### src/rtl/fifo_pkg.sv
// Shared constants and helpers for the fifo_ctrl_unit buffer.
// Default geometry and the occupancy-counter width function.
package fifo_pkg;

  localparam int DEF_ADDR_W = 3;
  localparam int DEF_DATA_W = 8;
  localparam int DEF_AF_LVL = 6;
  localparam int DEF_AE_LVL = 2;

  // One extra bit so that full and empty never alias.
  function automatic int cnt_w(input int addr_w);
    return addr_w + 1;
  endfunction

endpackage

### src/rtl/reg_file.sv
// Storage array for fifo_ctrl_unit.
// Synchronous write port, asynchronous read port, no reset.
module reg_file
  import fifo_pkg::*;
#(
  parameter int ADDR_WIDTH = DEF_ADDR_W,
  parameter int DATA_WIDTH = DEF_DATA_W
) (
  input  logic                  clk,
  input  logic                  we,
  input  logic [ADDR_WIDTH-1:0] waddr,
  input  logic [DATA_WIDTH-1:0] wdata,
  input  logic [ADDR_WIDTH-1:0] raddr,
  output logic [DATA_WIDTH-1:0] rdata
);

  localparam int DEPTH = 2 ** ADDR_WIDTH;

  logic [DATA_WIDTH-1:0] mem [DEPTH];

  // Write port; contents survive reset.
  always_ff @(posedge clk) begin
    if (we) mem[waddr] <= wdata;
  end

  assign rdata = mem[raddr];

endmodule

### src/rtl/fifo_ctrl_unit.sv
// Synchronous show-ahead FIFO with count and almost flags.
// Define FIFO_ERR_EN for sticky overflow/underflow outputs.
module fifo_ctrl_unit
  import fifo_pkg::*;
#(
  parameter int ADDR_WIDTH = DEF_ADDR_W,
  parameter int DATA_WIDTH = DEF_DATA_W,
  parameter int AF_LEVEL   = DEF_AF_LVL,
  parameter int AE_LEVEL   = DEF_AE_LVL
) (
  input  logic                  clk,
  input  logic                  reset_n,
  input  logic                  wr,
  input  logic                  rd,
  input  logic [DATA_WIDTH-1:0] w_data,
  output logic [DATA_WIDTH-1:0] r_data,
  output logic                  full,
  output logic                  empty,
  output logic                  almost_full,
  output logic                  almost_empty,
`ifdef FIFO_ERR_EN
  output logic                  overflow,
  output logic                  underflow,
`endif
  output logic [ADDR_WIDTH:0]   count
);

  localparam int CW = cnt_w(ADDR_WIDTH);
  localparam logic [CW-1:0] DEPTH_C = CW'(2 ** ADDR_WIDTH);
  localparam logic [CW-1:0] AF_C = CW'(AF_LEVEL);
  localparam logic [CW-1:0] AE_C = CW'(AE_LEVEL);
  localparam logic AF_RST = (AF_LEVEL == 0);

  logic [ADDR_WIDTH-1:0] w_ptr;
  logic [ADDR_WIDTH-1:0] r_ptr;
  logic [CW-1:0]         cnt_q;
  logic [CW-1:0]         cnt_nxt;
  logic                  wr_ok;
  logic                  rd_ok;

  // A write at full is only taken when a pop frees the slot.
  assign wr_ok = wr && (!full || rd);
  assign rd_ok = rd && !empty;

  // Next occupancy from the accepted accesses.
  always_comb begin
    cnt_nxt = cnt_q;
    unique case ({wr_ok, rd_ok})
      2'b10:   cnt_nxt = cnt_q + 1'b1;
      2'b01:   cnt_nxt = cnt_q - 1'b1;
      default: cnt_nxt = cnt_q;
    endcase
  end

  // Pointers, count and flags, all registered from next count.
  always_ff @(posedge clk or negedge reset_n) begin
    if (!reset_n) begin
      w_ptr        <= '0;
      r_ptr        <= '0;
      cnt_q        <= '0;
      full         <= 1'b0;
      empty        <= 1'b1;
      almost_full  <= AF_RST;
      almost_empty <= 1'b1;
    end else begin
      if (wr_ok) w_ptr <= w_ptr + 1'b1;
      if (rd_ok) r_ptr <= r_ptr + 1'b1;
      cnt_q        <= cnt_nxt;
      full         <= (cnt_nxt == DEPTH_C);
      empty        <= (cnt_nxt == '0);
      almost_full  <= (cnt_nxt >= AF_C);
      almost_empty <= (cnt_nxt <= AE_C);
    end
  end

`ifdef FIFO_ERR_EN
  // Sticky error flags for dropped accesses.
  always_ff @(posedge clk or negedge reset_n) begin
    if (!reset_n) begin
      overflow  <= 1'b0;
      underflow <= 1'b0;
    end else begin
      if (wr && full && !rd) overflow <= 1'b1;
      if (rd && empty && !wr) underflow <= 1'b1;
    end
  end
`endif

  assign count = cnt_q;

  reg_file #(
    .ADDR_WIDTH(ADDR_WIDTH),
    .DATA_WIDTH(DATA_WIDTH)
  ) u_mem (
    .clk  (clk),
    .we   (wr_ok),
    .waddr(w_ptr),
    .wdata(w_data),
    .raddr(r_ptr),
    .rdata(r_data)
  );

endmodule

### config.mk
export PLATFORM = sky130hd
export DESIGN_NAME = fifo_ctrl_unit
export DESIGN_NICKNAME = d
export VERILOG_FILES = /design/src/rtl/fifo_pkg.sv /design/src/rtl/reg_file.sv /design/src/rtl/fifo_ctrl_unit.sv
export SDC_FILE = /design/constraint.sdc
export NUM_CORES = 1
export LEC_CHECK = 0
export BUFFER_PORTS_ARGS = -buffer_cell sky130_fd_sc_hd__buf_2
export CAP_MARGIN = 20
export CORE_ASPECT_RATIO = 0.8
export CORE_UTILIZATION = 55
export CTS_CLUSTER_DIAMETER = 50
export DETAILED_ROUTE_END_ITERATION = 12
export HOLD_SLACK_MARGIN = 0.02
export PLACE_DENSITY_LB_ADDON = 0.15
export SLEW_MARGIN = 30
export SYNTH_ARGS = -nofsm -noshare
export SYNTH_HDL_FRONTEND = slang
export SYNTH_SLANG_ARGS = --single-unit
### constraint.sdc
create_clock -name clk -period 5.2 [get_ports clk]
set_input_delay 0.26 -clock clk [delete_from_list [all_inputs] [get_ports clk]]
set_output_delay 0.26 -clock clk [all_outputs]
set_load 0.1 [all_outputs]
# == Yosys cells after proc, flatten, opt, wreduce, memory -nomap -nowiden ==
# Memories as Yosys holds them, arrays and structs flattened.
# Index checks and enable logic that the tools add are counted.
# word_totals
input_bits,12
reg_bits,14
ramBits,64
memories,1
# mem_list
memory,words,word_bits,read_ports,rd_ports_with_merged_regs,wr,line_no,text
u_mem.mem,8,8,1,0,1,reg_file.sv:19,logic [DATA_WIDTH-1:0] mem [DEPTH];
# op_classes
n_reduce_logical,6
addsub,4
order_cmp,2
eq_ne,3
muxes,3
# op_table
operator,n
case mux 4 bit (2 select lines),1
"adder 3 x 1 -> 3 bit, second input constant",2
"adder 4 x 1 -> 4 bit, second input constant",1
"equality test 4 bit, second input constant",1
"greater-or-equal comparator 4 x 3 -> 1 bit, second input constant",1
"<= comparator 4 x 2 -> 1 bit, second input constant",1
logical NOT 4 bit,1
"subtractor 4 x 1 -> 4 bit, second input constant",1
"equality test 2 x 1 -> 1 bit, second input constant",1
"equality test 2 bit, second input constant",1
logical AND 1 bit,2
logical NOT 1 bit,2
2-to-1 mux 1 bit,2
logical OR 1 bit,1

# == Depth between registers and ports, before layout ==
# depth
ltp_word,6
ltp_mapped,9

# == Cells and area by module ==
# From an unflattened synthesis, not the netlist that was laid out.
# hier_totals
hier_cells,160
hier_area_um2,3205.6
# modules_own_cells
module,area_per_inst_um2,instances,seq_area_each_um2,cells_each
reg_file,2531.2,1,1921.8,106
fifo_ctrl_unit,674.4,1,352.8,54

# == Worst setup path after synthesis ==
# Ideal clock, no wire load.
# synth_path
path_kind,flip-flop to flip-flop
start,register full
end,register full
arrival_time_ns,2.654
stages_incl_launch_ff,9
n_path_buf,0
path_slack_ns,2.451
setup_time_ns,0.095
t_required_ns,5.105
cell_sequence,dfrtp_1 > inv_1 > o21a_1 > inv_1 > ha_1 > or4b_1 > a31oi_4 > xor2_4 > nor4b_4
# synth_between
elab_chain_len,6
# synth_lines
item,line_no,text
"start, declared",fifo_ctrl_unit.sv:17,"output logic full,"
"start signal, assigned",fifo_ctrl_unit.sv:69,full <= (cnt_nxt == DEPTH_C);
logical NOT 1 bit *,fifo_ctrl_unit.sv:42,assign wr_ok = wr && (!full || rd);
logical OR 1 bit *,fifo_ctrl_unit.sv:42,
logical AND 1 bit *,fifo_ctrl_unit.sv:42,
equality test 2 x 1 -> 1 bit or equality test 2 bit (tied branches),fifo_ctrl_unit.sv:48,"unique case ({wr_ok, rd_ok})"
case mux 4 bit (2 select lines) *,fifo_ctrl_unit.sv:48,
via cnt_nxt[3],fifo_ctrl_unit.sv:37,logic [CW-1:0] cnt_nxt;
equality test 4 bit *,fifo_ctrl_unit.sv:69,
# Mark *: on every way through the listed nets, which the timed path passes. The rest lies on a longest branch.
# A chain may end at the register's enable or synchronous reset.

# == Worst setup path in the final report ==
# layout_path
start,register r_ptr[0]
end,output r_data[3]
# layout_between
elab_chain_len,1
# layout_lines
item,line_no,text
"start, declared",fifo_ctrl_unit.sv:35,logic [ADDR_WIDTH-1:0] r_ptr;
"start signal, assigned",fifo_ctrl_unit.sv:67,if (rd_ok) r_ptr <= r_ptr + 1'b1;
memory (8 x 8 bit),n/a,
"end, declared",fifo_ctrl_unit.sv:16,"output logic [DATA_WIDTH-1:0] r_data,"
# Every way passes these cells.

==> impl_metrics.tcl <==
set metrics [dict create \
    status "complete, no violations" \
    core_um2 5495 \
    rsz0062_at_grt "false" \
    worstSetupPathType "reg2out" \
    fin_crit_ns 2.516 \
    arrival_ns 2.26 \
    setup_violations 0 \
    place_hpwl_um 3419 \
    drc 0 \
    port_buffers 27 \
    die_area_um2 6055 \
    cts_hold_buf 1 \
    crit_fanout 18 \
    seqCellArea_um2 2276 \
    yosys_warnings 0 \
    grt_antenna_before_repair 0 \
    path_cells "mux4_2, mux2_2, buf_2" \
    clkSinkCount 78 \
    crit_path_top_delay_cell "dfrtp_2" \
    start_kind "register" \
    chipHeight_um 69.80 \
    ys_types 30 \
    grt_pass1_wl_um 8418 \
    cts_resized 0 \
    grt_overflow 0 \
    post_cts_buffers 0 \
    wl_per_cell_um 19.30 \
    cts_buffers 9 \
    synth_seq_cells 78 \
    clock_latency_ns 0.35 \
    slew-limit-headroom_pct 40.19 \
    critPathTopFamily "multiplexers" \
    cts_tree "yes" \
    antenna_cells 0 \
    slew_viol_final 0 \
    hold_viol 0 \
    max_stage_delay_ns 0.76 \
    syn_to_final_growth_pct 13.54 \
    ys_seq_area_share_pct 71.97 \
    cts_max_level 3 \
    initialDrtViolationCount 43 \
    crit_start "r_ptr[0]" \
    crit_buf_inv 1 \
    row_count 24 \
    grt_pass1_vias 1596 \
    gp_congestion 0.7298 \
    skew_ns 0.007379 \
    tightest_slew_ns 0.8922 \
    routed_wl_um 5328 \
    syn_area_per_cell_um2 19.88 \
    start_util_pct 57.51 \
    clk_pin_slew_worst_paths_ns 0.08 \
    viasPerCell 5.554 \
    cap_violations 0 \
    fin_setup_tns_ns 0 \
    cts-root-buf "clkbuf_8" \
    grt_use_total_pct 20.55 \
    via_count 1533 \
    cp_data_required_time_ns 4.94 \
    cts_buffer_depth 2 \
    reg2reg_from "full" \
    die_w_um 86.75 \
    worstSetupEndpointType "output pin" \
    syn_nets 175 \
    syn_area_um2 3161 \
    fillers 391 \
    fin_crit_sh_pct 48.38 \
    synth_cells 159 \
    nets 209 \
    multi_input_area_um2 873.3 \
    min-delay-start "w_data[7]" \
    ioPinCount 28 \
    drive_gt1_share_pct 38.38 \
    grt_start_max_net_pins 19 \
    dr.pass1.iters 4 \
    hp-class "in2reg" \
    final_antenna_net_count 0 \
    rrSetupSlack_ns 2.80 \
    maxClockFrequency_mhz 397.5 \
]
## routing by layer
| layer | GRT usage (%) | share of wire (%) | up-vias |
|---|---|---|---|
| met1 | 25.53 | 41 | 792 |
| li1 | - | - | 693 |
| met2 | 32.89 | 50 | 40 |
| met5 | 0 | 0 | - |
| met4 | 7.778 | 1.4 | 0 |
| met3 | 7.857 | 6.8 | 8 |
## sequential cells by signal, indices dropped and copies added (netlist names)
register	cells
almost_empty	1
w_ptr	3
r_ptr	3
almost_full	1
full	1
count	4
empty	1
u_mem.mem	64
## worst paths after layout
path | to | cells after the start
max reg2reg | empty | 8
min in group asynchronous | count[2] | 2
min reg2reg | w_ptr[0] | 2
max | r_data[3] | 3
max in group asynchronous | empty | 2
min | u_mem.mem[2][7] | 1
## through the flow
stage | util [%] | area (um2) | hold WS (ns) | setup WS, ns | instances
floorplan | - | 3161 | -0.03559 | 2.451 | 159
global placement | 61.54 | 3382 | 0.1622 | 2.686 | 259
finish | 65.30 | 3588 | 0.1789 | 2.684 | 276
CTS | 65.19 | 3582 | 0.1590 | 2.620 | 276
detailed placement | 61.57 | 3383 | 0.1752 | 2.818 | 259
global route | 65.30 | 3588 | 0.1716 | 2.548 | 276
## Yosys cell counts
master / instances / area (um2)
or4b_1: 1 / 10.01
buf_1: 1 / 3.750
nor4b_4: 1 / 23.77
dfrtp_1: 12 / 300.3
mux2_2: 10 / 112.6
a31oi_4: 1 / 21.27
nor2b_1: 2 / 12.51
xor2_4: 1 / 27.53
mux4_2: 16 / 360.4
xnor2_1: 3 / 26.28
ha_1: 4 / 50.05
edfxtp_1: 64 / 1922
nor3b_4: 1 / 18.77
nand2_1: 10 / 37.54
nor3_1: 2 / 10.01
inv_1: 2 / 7.510
buf_2: 2 / 10.01
a21oi_1: 1 / 5.000
clkbuf_1: 2 / 7.510
dfstp_2: 2 / 52.55
o21a_1: 1 / 7.510
a21o_1: 1 / 7.510
mux2i_1: 1 / 10.01
or4b_4: 1 / 13.76
nor4b_1: 1 / 8.760
a211oi_1: 1 / 7.510
nand2b_1: 3 / 18.77
nor4_1: 1 / 6.260
nor2_1: 7 / 26.28
xor2_1: 4 / 35.03
## worst register-to-register path: cells and delay by family (launching register included)
kind	cells	cell delay (ns)
adder cells (fa/ha/maj)	1	0.26
XOR/XNOR	1	0.12
buffers and inverters	2	0.17
AO/OA/AOI/OAI	2	0.45
flip-flops	1	0.38
AND/OR/NAND/NOR	2	0.90
## placed cells by master, fill, tap and decap left out, types with 2 or more instances in the layout
master      count
nor2b_1         2
mux4_2         16
nand2b_1        3
xor2_1          4
buf_2          27
clkbuf_8        9
dfrtp_1        11
mux2_2         10
clkinv_1        2
ha_1            4
dfstp_2         2
edfxtp_1       64
inv_1           2
nand2_1        10
clkinvlp_4      2
nor2_1          7
xnor2_1         3
## layout make-up
class / count / share of cell area [%]
Sequential cell: 78 / 63.42
Multi-Input combinational cell: 74 / 24.34
Timing Repair Buffer: 28 / 4.045
Clock buffer: 10 / 3.556
Tap cell: 78 / 2.720
Clock inverter: 6 / 1.709
Inverter: 2 / 0.2092
## cell families after synthesis
group                      Yosys count  synth area share, %
DFF                                 78                71.97
and+or+nand+nor                     30                5.899
muxes                               27                15.28
xor gates and xnor gates             8                2.811
buffers and inverters                7               0.9106
AOI/OAI and AO/OA                    5                1.544
adders and majority gates            4                1.584
Power is left out: the tool's default activity adds up to more than one toggle a clock period on the data nets, which glitch-free logic cannot reach.
